[src/rtl/computer_4bit_pkg.sv]
// Shared definitions for the 4-bit single-cycle CPU.
// Provides datapath widths, instruction field positions and opcode values.
// Optional feature macro: COMPUTER_4BIT_IN_EN (opcode 3 becomes IN_A when defined).
package computer_4bit_pkg;

    localparam int unsigned DW = 4;  // data width
    localparam int unsigned AW = 4;  // memory address width
    localparam int unsigned IW = 8;  // instruction width

    // Instruction layout: [7:4] operand/address field N, [3:0] opcode
    localparam int unsigned OPC_LSB = 0;
    localparam int unsigned OPC_MSB = 3;
    localparam int unsigned FLD_LSB = 4;
    localparam int unsigned FLD_MSB = 7;

    localparam logic [3:0] OP_ADD   = 4'h0;
    localparam logic [3:0] OP_SUB   = 4'h1;
    localparam logic [3:0] OP_XCHG  = 4'h2;
    localparam logic [3:0] OP_NOP   = 4'h3;  // IN_A when COMPUTER_4BIT_IN_EN is defined
    localparam logic [3:0] OP_OUT   = 4'h4;
    localparam logic [3:0] OP_INC   = 4'h5;
    localparam logic [3:0] OP_MOVB  = 4'h6;
    localparam logic [3:0] OP_MOVA  = 4'h7;
    localparam logic [3:0] OP_JMP   = 4'h8;
    localparam logic [3:0] OP_JZ    = 4'h9;
    localparam logic [3:0] OP_JC    = 4'hA;
    localparam logic [3:0] OP_NOT   = 4'hB;
    localparam logic [3:0] OP_AND   = 4'hC;
    localparam logic [3:0] OP_OR    = 4'hD;
    localparam logic [3:0] OP_STORE = 4'hE;
    localparam logic [3:0] OP_HLT   = 4'hF;

endpackage

[src/rtl/computer_4bit_alu.sv]
// Combinational ALU for the 4-bit CPU.
// Ports:
//   a, b    : accumulator and B register operands
//   opcode  : current instruction opcode
//   result  : value to write into A (valid when zf_en is set)
//   carry   : carry/borrow for ADD/SUB/INC, 0 for logic ops
//   zero    : result == 0
//   zf_en   : instruction writes A and updates ZF
//   cf_en   : instruction updates CF
module computer_4bit_alu
    import computer_4bit_pkg::*;
(
    input  logic [DW-1:0] a,
    input  logic [DW-1:0] b,
    input  logic [3:0]    opcode,
    output logic [DW-1:0] result,
    output logic          carry,
    output logic          zero,
    output logic          zf_en,
    output logic          cf_en
);

    logic [DW:0] sum;
    logic [DW:0] diff;
    logic [DW:0] inc;

    // Extra MSB holds carry out (sum/inc) or borrow (diff wraps negative)
    assign sum  = {1'b0, a} + {1'b0, b};
    assign diff = {1'b0, a} - {1'b0, b};
    assign inc  = {1'b0, a} + {{DW{1'b0}}, 1'b1};

    always_comb begin
        result = a;
        carry  = 1'b0;
        zf_en  = 1'b0;
        cf_en  = 1'b0;
        case (opcode)
            OP_ADD: begin
                result = sum[DW-1:0];
                carry  = sum[DW];
                zf_en  = 1'b1;
                cf_en  = 1'b1;
            end
            OP_SUB: begin
                result = diff[DW-1:0];
                carry  = diff[DW];
                zf_en  = 1'b1;
                cf_en  = 1'b1;
            end
            OP_INC: begin
                result = inc[DW-1:0];
                carry  = inc[DW];
                zf_en  = 1'b1;
                cf_en  = 1'b1;
            end
            // Logic ops clear CF
            OP_NOT: begin
                result = ~a;
                zf_en  = 1'b1;
                cf_en  = 1'b1;
            end
            OP_AND: begin
                result = a & b;
                zf_en  = 1'b1;
                cf_en  = 1'b1;
            end
            OP_OR: begin
                result = a | b;
                zf_en  = 1'b1;
                cf_en  = 1'b1;
            end
            default: ;
        endcase
    end

    assign zero = (result == '0);

endmodule

[src/rtl/computer_4bit.sv]
// Minimal 4-bit single-cycle CPU with 16x8 instruction memory and 16x4 data memory.
// While rst is low all registers are cleared and each rising clk writes
// IM[ins_address] <= ins and DM[ins_address] <= d_in. With rst high the CPU executes
// IM[PC] every cycle until HLT.
// Optional feature macro: COMPUTER_4BIT_IN_EN -- opcode 3 loads A from d_in (else NOP).
// Ports:
//   clk         : clock, rising edge
//   rst         : asynchronous active-low reset and load-mode enable
//   d_in        : data memory load value / IN_A input
//   ins_address : load address for both memories
//   ins         : instruction memory load value
//   d_out       : output port register
//   ZF, CF      : zero and carry/borrow flags
module computer_4bit
    import computer_4bit_pkg::*;
(
    input  logic          clk,
    input  logic          rst,
    input  logic [DW-1:0] d_in,
    input  logic [AW-1:0] ins_address,
    input  logic [IW-1:0] ins,
    output logic [DW-1:0] d_out,
    output logic          ZF,
    output logic          CF
);

    logic [IW-1:0] im [2**AW];
    logic [DW-1:0] dm [2**AW];

    logic [DW-1:0] a_q, a_d;
    logic [DW-1:0] b_q, b_d;
    logic [AW-1:0] pc_q, pc_d;
    logic          zf_q, zf_d;
    logic          cf_q, cf_d;
    logic [DW-1:0] dout_q, dout_d;
    logic          halt_q, halt_d;
    logic          dm_we;

    logic [IW-1:0] instr;
    logic [3:0]    opcode;
    logic [AW-1:0] field;
    logic [DW-1:0] dm_rd;

    logic [DW-1:0] alu_result;
    logic          alu_carry;
    logic          alu_zero;
    logic          alu_zf_en;
    logic          alu_cf_en;

    assign instr  = im[pc_q];
    assign opcode = instr[OPC_MSB:OPC_LSB];
    assign field  = instr[FLD_MSB:FLD_LSB];
    assign dm_rd  = dm[field];

    computer_4bit_alu u_alu (
        .a      (a_q),
        .b      (b_q),
        .opcode (opcode),
        .result (alu_result),
        .carry  (alu_carry),
        .zero   (alu_zero),
        .zf_en  (alu_zf_en),
        .cf_en  (alu_cf_en)
    );

    always_comb begin
        a_d    = a_q;
        b_d    = b_q;
        pc_d   = pc_q;
        zf_d   = zf_q;
        cf_d   = cf_q;
        dout_d = dout_q;
        halt_d = halt_q;
        dm_we  = 1'b0;
        if (!halt_q) begin
            pc_d = pc_q + 4'd1;
            // Every ZF-updating ALU op also writes its result into A
            if (alu_zf_en) begin
                a_d  = alu_result;
                zf_d = alu_zero;
            end
            if (alu_cf_en) begin
                cf_d = alu_carry;
            end
            case (opcode)
                OP_XCHG: begin
                    a_d = b_q;
                    b_d = a_q;
                end
`ifdef COMPUTER_4BIT_IN_EN
                OP_NOP: begin
                    a_d  = d_in;
                    zf_d = (d_in == '0);
                end
`else
                OP_NOP: ;
`endif
                OP_OUT:   dout_d = a_q;
                OP_MOVB:  b_d = dm_rd;
                OP_MOVA:  a_d = dm_rd;
                OP_JMP:   pc_d = field;
                OP_JZ:    if (zf_q) pc_d = field;
                OP_JC:    if (cf_q) pc_d = field;
                OP_STORE: dm_we = 1'b1;
                OP_HLT: begin
                    halt_d = 1'b1;
                    pc_d   = pc_q;
                end
                default: ;  // ALU ops handled above
            endcase
        end
    end

    always_ff @(posedge clk or negedge rst) begin
        if (!rst) begin
            a_q    <= '0;
            b_q    <= '0;
            pc_q   <= '0;
            zf_q   <= 1'b0;
            cf_q   <= 1'b0;
            dout_q <= '0;
            halt_q <= 1'b0;
        end else begin
            a_q    <= a_d;
            b_q    <= b_d;
            pc_q   <= pc_d;
            zf_q   <= zf_d;
            cf_q   <= cf_d;
            dout_q <= dout_d;
            halt_q <= halt_d;
        end
    end

    // Memories survive reset; rst low doubles as the synchronous load strobe
    always_ff @(posedge clk) begin
        if (!rst) begin
            im[ins_address] <= ins;
            dm[ins_address] <= d_in;
        end else if (dm_we) begin
            dm[field] <= a_q;
        end
    end

    assign d_out = dout_q;
    assign ZF    = zf_q;
    assign CF    = cf_q;

endmodule

[config.mk]
export PLATFORM = sky130hd
export DESIGN_NAME = computer_4bit
export DESIGN_NICKNAME = d
export VERILOG_FILES = /design/src/rtl/computer_4bit_pkg.sv /design/src/rtl/computer_4bit_alu.sv /design/src/rtl/computer_4bit.sv
export SDC_FILE = /design/constraint.sdc
export NUM_CORES = 1
export LEC_CHECK = 0
export BUFFER_PORTS_ARGS = -buffer_cell sky130_fd_sc_hd__buf_2
export CORE_MARGIN = 5
export CORE_UTILIZATION = 51
export DETAILED_ROUTE_END_ITERATION = 16
export HOLD_SLACK_MARGIN = 0.1
export PLACE_DENSITY = 0.69
export SYNTH_ARGS = -nofsm -noshare
export SYNTH_HDL_FRONTEND = slang
export SYNTH_SLANG_ARGS = --single-unit
[constraint.sdc]
create_clock -name clk -period 5.35 [get_ports clk]
set_clock_uncertainty 0.2 [all_clocks]
set_input_delay 0.2675 -clock clk [delete_from_list [all_inputs] [get_ports clk]]
set_output_delay 0.2675 -clock clk [all_outputs]
set_load 0.005 [all_outputs]
* After elaboration in Yosys (flattened, before gate mapping)
Memory sizes are Yosys's and may differ from the RTL's.
Index checks and enable logic that the tools add are counted.
** Cells by class
- Bitwise operators :: 5
- Add/subtract/negate cells :: 4
- Mux-type cells :: 20
- Reduce and logical (&&, ||, !) cells :: 11
- Eq/ne operators :: 14
** Operator list (number)
- $eq A4 B4 Y1 const B :: 8
- $pmux W4 S6 :: 1
- $mux W4 :: 5
- $eq A4 B3 Y1 const B :: 4
- $pmux W4 S2 :: 2
- $pmux W4 S4 :: 1
- $mux W1 :: 10
- $reduce_and A2 Y1 :: 5
- $logic_not A4 Y1 :: 2
- $reduce_or A6 Y1 :: 1
- $add A4 B1 Y5 const B :: 1
- $add A4 B4 Y5 :: 1
- $sub A4 B4 Y5 :: 1
- $add A4 B1 Y4 const B :: 1
- $and A4 B4 Y4 :: 1
- $eq A4 B1 Y1 const B :: 1
- $eq A4 B2 Y1 const B :: 1
- $not A4 Y4 :: 1
- $or A4 B4 Y4 :: 1
- $reduce_or A4 Y1 :: 1
- $pmux W1 S3 :: 1
- $reduce_bool A3 Y1 :: 1
- $not A1 Y1 :: 2
- $reduce_bool A2 Y1 :: 1
** Word-level totals
- Input port bits :: 18
- Flip-flop bits (word level) :: 19
- Memories kept :: 2
- Memory bits (writable) :: 192
- Word-level logic and storage cells :: 63
** Memories
- im :: words 16, width 8, read ports 1, clocked after memory_dff 0, write ports 1, RTL line computer_4bit.sv:27 : logic [IW-1:0] im [2**AW];
- dm :: words 16, width 4, read ports 1, clocked after memory_dff 0, write ports 1, RTL line computer_4bit.sv:28 : logic [DW-1:0] dm [2**AW];

* Depth between registers and ports, before layout
An unclocked memory read counts as a cell.
- Depth in word-level cells :: 9
- Depth in mapped cells :: 15

* Hierarchy
From an unflattened synthesis, not the netlist that was laid out.
** Unflattened totals
- Cell total of the unflattened synthesis :: 622
- Area total of the unflattened synthesis :: 9689.3 µm²
** By module, submodules not included
- computer_4bit :: area each 8953.6 µm², times used 1, cells each 517
- computer_4bit_alu :: area each 735.7 µm², times used 1, cells each 105

* Worst setup path after synthesis
Ideal clock, no wire load.
- Kind :: register to register
- Start :: reg pc_q[0]
- End :: mem dm[0][0], data pin
- Buffers on the path :: 6
- Cell stages (with the launch flop) :: 15
- Path slack :: 1.500 ns
- Period minus slack after synthesis :: 3.850 ns
- Arrival time :: 3.320 ns
- Cell sequence :: dfrtp_1 -> buf_6 -> buf_12 -> buf_12 -> mux2i_1 -> a221oi_1 -> a21oi_1 -> nor2_1 -> buf_4 -> nand2_1 -> nor2_1 -> nand3_1 -> clkbuf_1 -> clkbuf_1 -> o21ai_0
** Between the ends
- Cells in the longest elaborated chain, start to end :: 9
** RTL lines
- start: declaration :: RTL line computer_4bit.sv:32 : logic [AW-1:0] pc_q, pc_d;
- start signal: assignment :: RTL line computer_4bit.sv:126 : pc_q <= pc_d;
- $mem_v2 Z16 W8
- $eq A4 B4 Y1 :: RTL line computer_4bit.sv:85 : case (opcode)
- $mux W1 :: RTL line computer_4bit.sv:85
- $mux W1 :: RTL line computer_4bit.sv:75 : if (!halt_q) begin
- $mux W1 :: RTL line computer_4bit.sv:139 : end else if (dm_we) begin
- $mux W1 :: RTL line computer_4bit.sv:136 : if (!rst) begin
- $mux W1 (not written as such) :: RTL line computer_4bit.sv:140 : dm[field] <= a_q;
- $reduce_or A4 Y1 (no line)
- $mux W4 (no line)
- end: declaration :: RTL line computer_4bit.sv:28
No other way between the ends.

* Final worst setup path
- Start :: reg pc_q[1]
- End :: mem dm[6][1], enable pin
** Between the ends
- Cells in the longest elaborated chain, start to end :: 9
- Elaborated cells on any way between the ends :: 10
- Classes of those cells :: 1 x eq/ne; 7 x mux; 1 x reduce/logical; 1 x memory
** RTL lines (RTL line)
- $mem_v2 Z16 W8 *
- $eq A4 B4 Y1 :: computer_4bit.sv:85
- $mux W1 :: computer_4bit.sv:85
- $mux W1 :: computer_4bit.sv:75
- $mux W1 :: computer_4bit.sv:139
- $mux W1 :: computer_4bit.sv:136
- $mux W1 (not written as such) :: computer_4bit.sv:140
- $reduce_or A4 Y1 (no line)
- $mux W4 (no line) or $mux W1 (tied branches)
Mark *: on every way between the ends. The rest lies on a longest branch, timed or not.

==> qor.yml <==
outcome: "finished clean"
fin_crit_ns: 4.33
fin_nets: 716
critPathRequiredTime_ns: 5.32
grt_pass1_vias: 5678
finalSetupTns_ns: 0
maxSlewHeadroom_pct: 19.0
path_clk_slew_ns: 0.06
seqPwrFrac_pct: 32.0
power_switching_mw: 2.47
clk-insertion-delay-late_ns: 0.52
io_buffers: 23
fin_util_pct: 58.3
met3_usage_pct: 3.01
syn_area_um2: 9530
numCtsBuffers: 23
antenna_found_initial: 0
ys_types: 64
met1_usage_pct: 28.8
p_int_mw: 4.09
pwr-share-comb_pct: 41.6
drc_errors: 0
cts_root_buf: "clkbuf_16"
synthXorXnorAreaFrac_pct: 0.368
gp_routability_congestion: 0.905
setup_viol: 0
fmax_mhz: 231
yosys.area_share.simple_pct: 7.50
grt_max_degree: 40
first_pass_iters: 5
grt_pass1_wl_um: 34100
fin_crit_sh_pct: 81.0
drt-total-wl_um: 21700
wl_per_cell_um: 23.3
hold_violations: 0
endpoint_kind: "flop"
die_area_um2: 21500
post_synth_fa_ha_maj_area_fraction_pct: 2.26
p_sw_share_pct: 37.6
critPathLaunchType: "flop"
path_max_fanout: 17
synth.avg_cell_area_um2: 14.8
core_area_um2: 18500
dr.first_iter.drc_count: 488
rsz0062_at_grt: "false"
num_vias: 5665
io_pins: 24
ir_worst_vdd_mv: 0.348
leakage_nw: 3.75
die_w_um: 147
ant_nets: 0
finalPower_mw: 6.55
cts_tree: "done"
rows: 50
synth_edf_count: 192
dp_slack_ns: 1.06
clockBufferDepth: 3
cap_violations: 0
synth.mux.area_fraction_pct: 13.3
clock_sinks: 211
stdcell_count: 933
grt_use_met2_pct: 34.0
htree_levels: 1
place_hpwl_um: 14000
drive_gt1_share_pct: 18.3
ys_seq_area_share_pct: 65.5
drv_slew: 0
gr-total-overflow: 0
antenna_cells: 0
globalRouteTotalUtil_pct: 20.4
placed_cell_area_um2: 9850
design_area_um2: 10800
die_h_um: 147
arrival_ns: 4.30
synth_compound_area_share_pct: 8.47
power.density_nw_per_um2: 607
async_flop_share_pct: 9.00
hold_class: "input port to flop"
worst_slack_ns: 1.02
cts_setup_buffers: 0
vias_per_cell: 6.07
syn_inst: 644
grt-busiest-layer: "met2"
ys.flop_type: "edfxtp_1"
worstMarginPinSlew_ns: 1.21
whs_ns: 0.110
post-place-cells: 880
initial_utilization_pct: 51.4
yosys_warnings: 0
synth_top_family_by_area: "multiplexers"
pwr-share-clk_pct: 26.4
areaGrowthSynthToFinish_pct: 13.4
synth-seq-cells: 211
syn_nets: 678
setup.worst_path.class: "flop to flop"
[per-layer routing]
layer  wire length, µm  up-vias
met5                 0        -
met3              1350       33
met4               482        0
li1                  -     2574
met2             10700      231
met1              9200     2827
[registers in the layout, summed over array words and instances (netlist names)]
signal	cells
ZF	1
a_q	4
halt_q	1
pc_q	4
im	128
b_q	4
CF	1
d_out	4
dm	64
[layout by cell type (no fill, tap or decap), drive strengths merged, types with 6 or more instances in the layout]
cell,n
o211ai,7
nand2b,7
buf,32
dlygate4sd3,11
clkbuf,24
nand2,54
edfxtp,192
ha,14
o21ai,41
bufinv,6
a221oi,9
mux2i,44
nor3,10
inv,18
a211oi,8
mux2,13
mux4,30
nor2,56
or3,6
dfrtp,19
clkinv,11
a21oi,21
[final timing paths]
| check | startpoint | to | slack, ns | cells after the start |
|---|---|---|---|---|
| worst max-delay path | pc_q[1] | dm[6][1] | 1.02 | 10 |
| worst min-delay path | d_in[2] | dm[0][2] | 0.11 | 4 |
| worst max register to register | pc_q[1] | dm[6][1] | 1.02 | 10 |
| worst min register to register | d_out[3] | d_out[3] | 0.29 | 2 |
| max in group asynchronous | rst | pc_q[0] | 3.46 | 3 |
| min in group asynchronous | rst | CF | 0.87 | 3 |
[repair_timing]
action / 4_1_cts / 5_1_grt
hold endpoints to repair: 151 / 0
gates resized for setup: 0 / 0
hold buffers: 11 / 0
[power groups by stage]
stage / Clock (mW) / Sequential (mW) / Combinational (mW)
final: 1.73 / 2.10 / 2.73
after global routing: 1.84 / 2.12 / 2.96
after CTS: 1.76 / 2.10 / 2.70
after detailed placement: 0 / 2.13 / 2.67
after floorplan: 0 / 2.01 / 2.16
after global placement: 0 / 2.12 / 2.65
[cells in the mapped netlist (all sizes together) (3+ instances only)]
cell type | count | area (µm²)
mux4 | 30 | 676
ha | 14 | 175
nor2 | 56 | 213
inv | 17 | 63.8
nor3 | 10 | 55.1
a21boi | 3 | 22.5
o21a | 4 | 30.0
buf | 15 | 126
o211ai | 7 | 52.6
nand2 | 54 | 203
or3 | 6 | 42.5
a31oi | 4 | 25.0
nand2b | 7 | 43.8
a21oi | 21 | 113
xnor2 | 3 | 26.3
dfrtp | 19 | 475
a221oi | 9 | 91.3
o31ai | 3 | 22.5
o21ai | 41 | 209
mux2 | 13 | 146
mux2i | 44 | 440
nor2b | 5 | 31.3
nand3 | 3 | 15.0
nand4 | 4 | 25.0
o22a | 5 | 43.8
a211oi | 8 | 60.1
clkbuf | 15 | 56.3
edfxtp | 192 | 5770
[cell families after synthesis]
family	count (synthesis)
AO/OA/AOI/OAI	121
XOR/XNOR	4
adder cells (fa/ha/maj)	16
buffers and inverters	48
flip-flops	211
multiplexers	87
AND/OR/NAND/NOR	157
[cell type report]
class	count	area, µm²
clock buffers	24	579
clock inverters	18	259
fillers	1410	7720
inverters	18	67.6
multi-input cells	385	3050
flip-flops and latches	211	6240
well taps	234	293
repair buffers	43	305
[worst max-delay path, stage by stage (launching register included)]
cell,delay (ns)
dfrtp_1,0.91
nor2_1,0.23
a221oi_1,0.49
a21oi_1,0.22
nor2_1,0.18
nand2_1,0.20
nor2_1,0.23
nand3_1,0.39
nor3b_1,0.39
a21oi_1,0.16
nor2_1,0.37
Note: power is estimated with default switching activity, not from simulation.
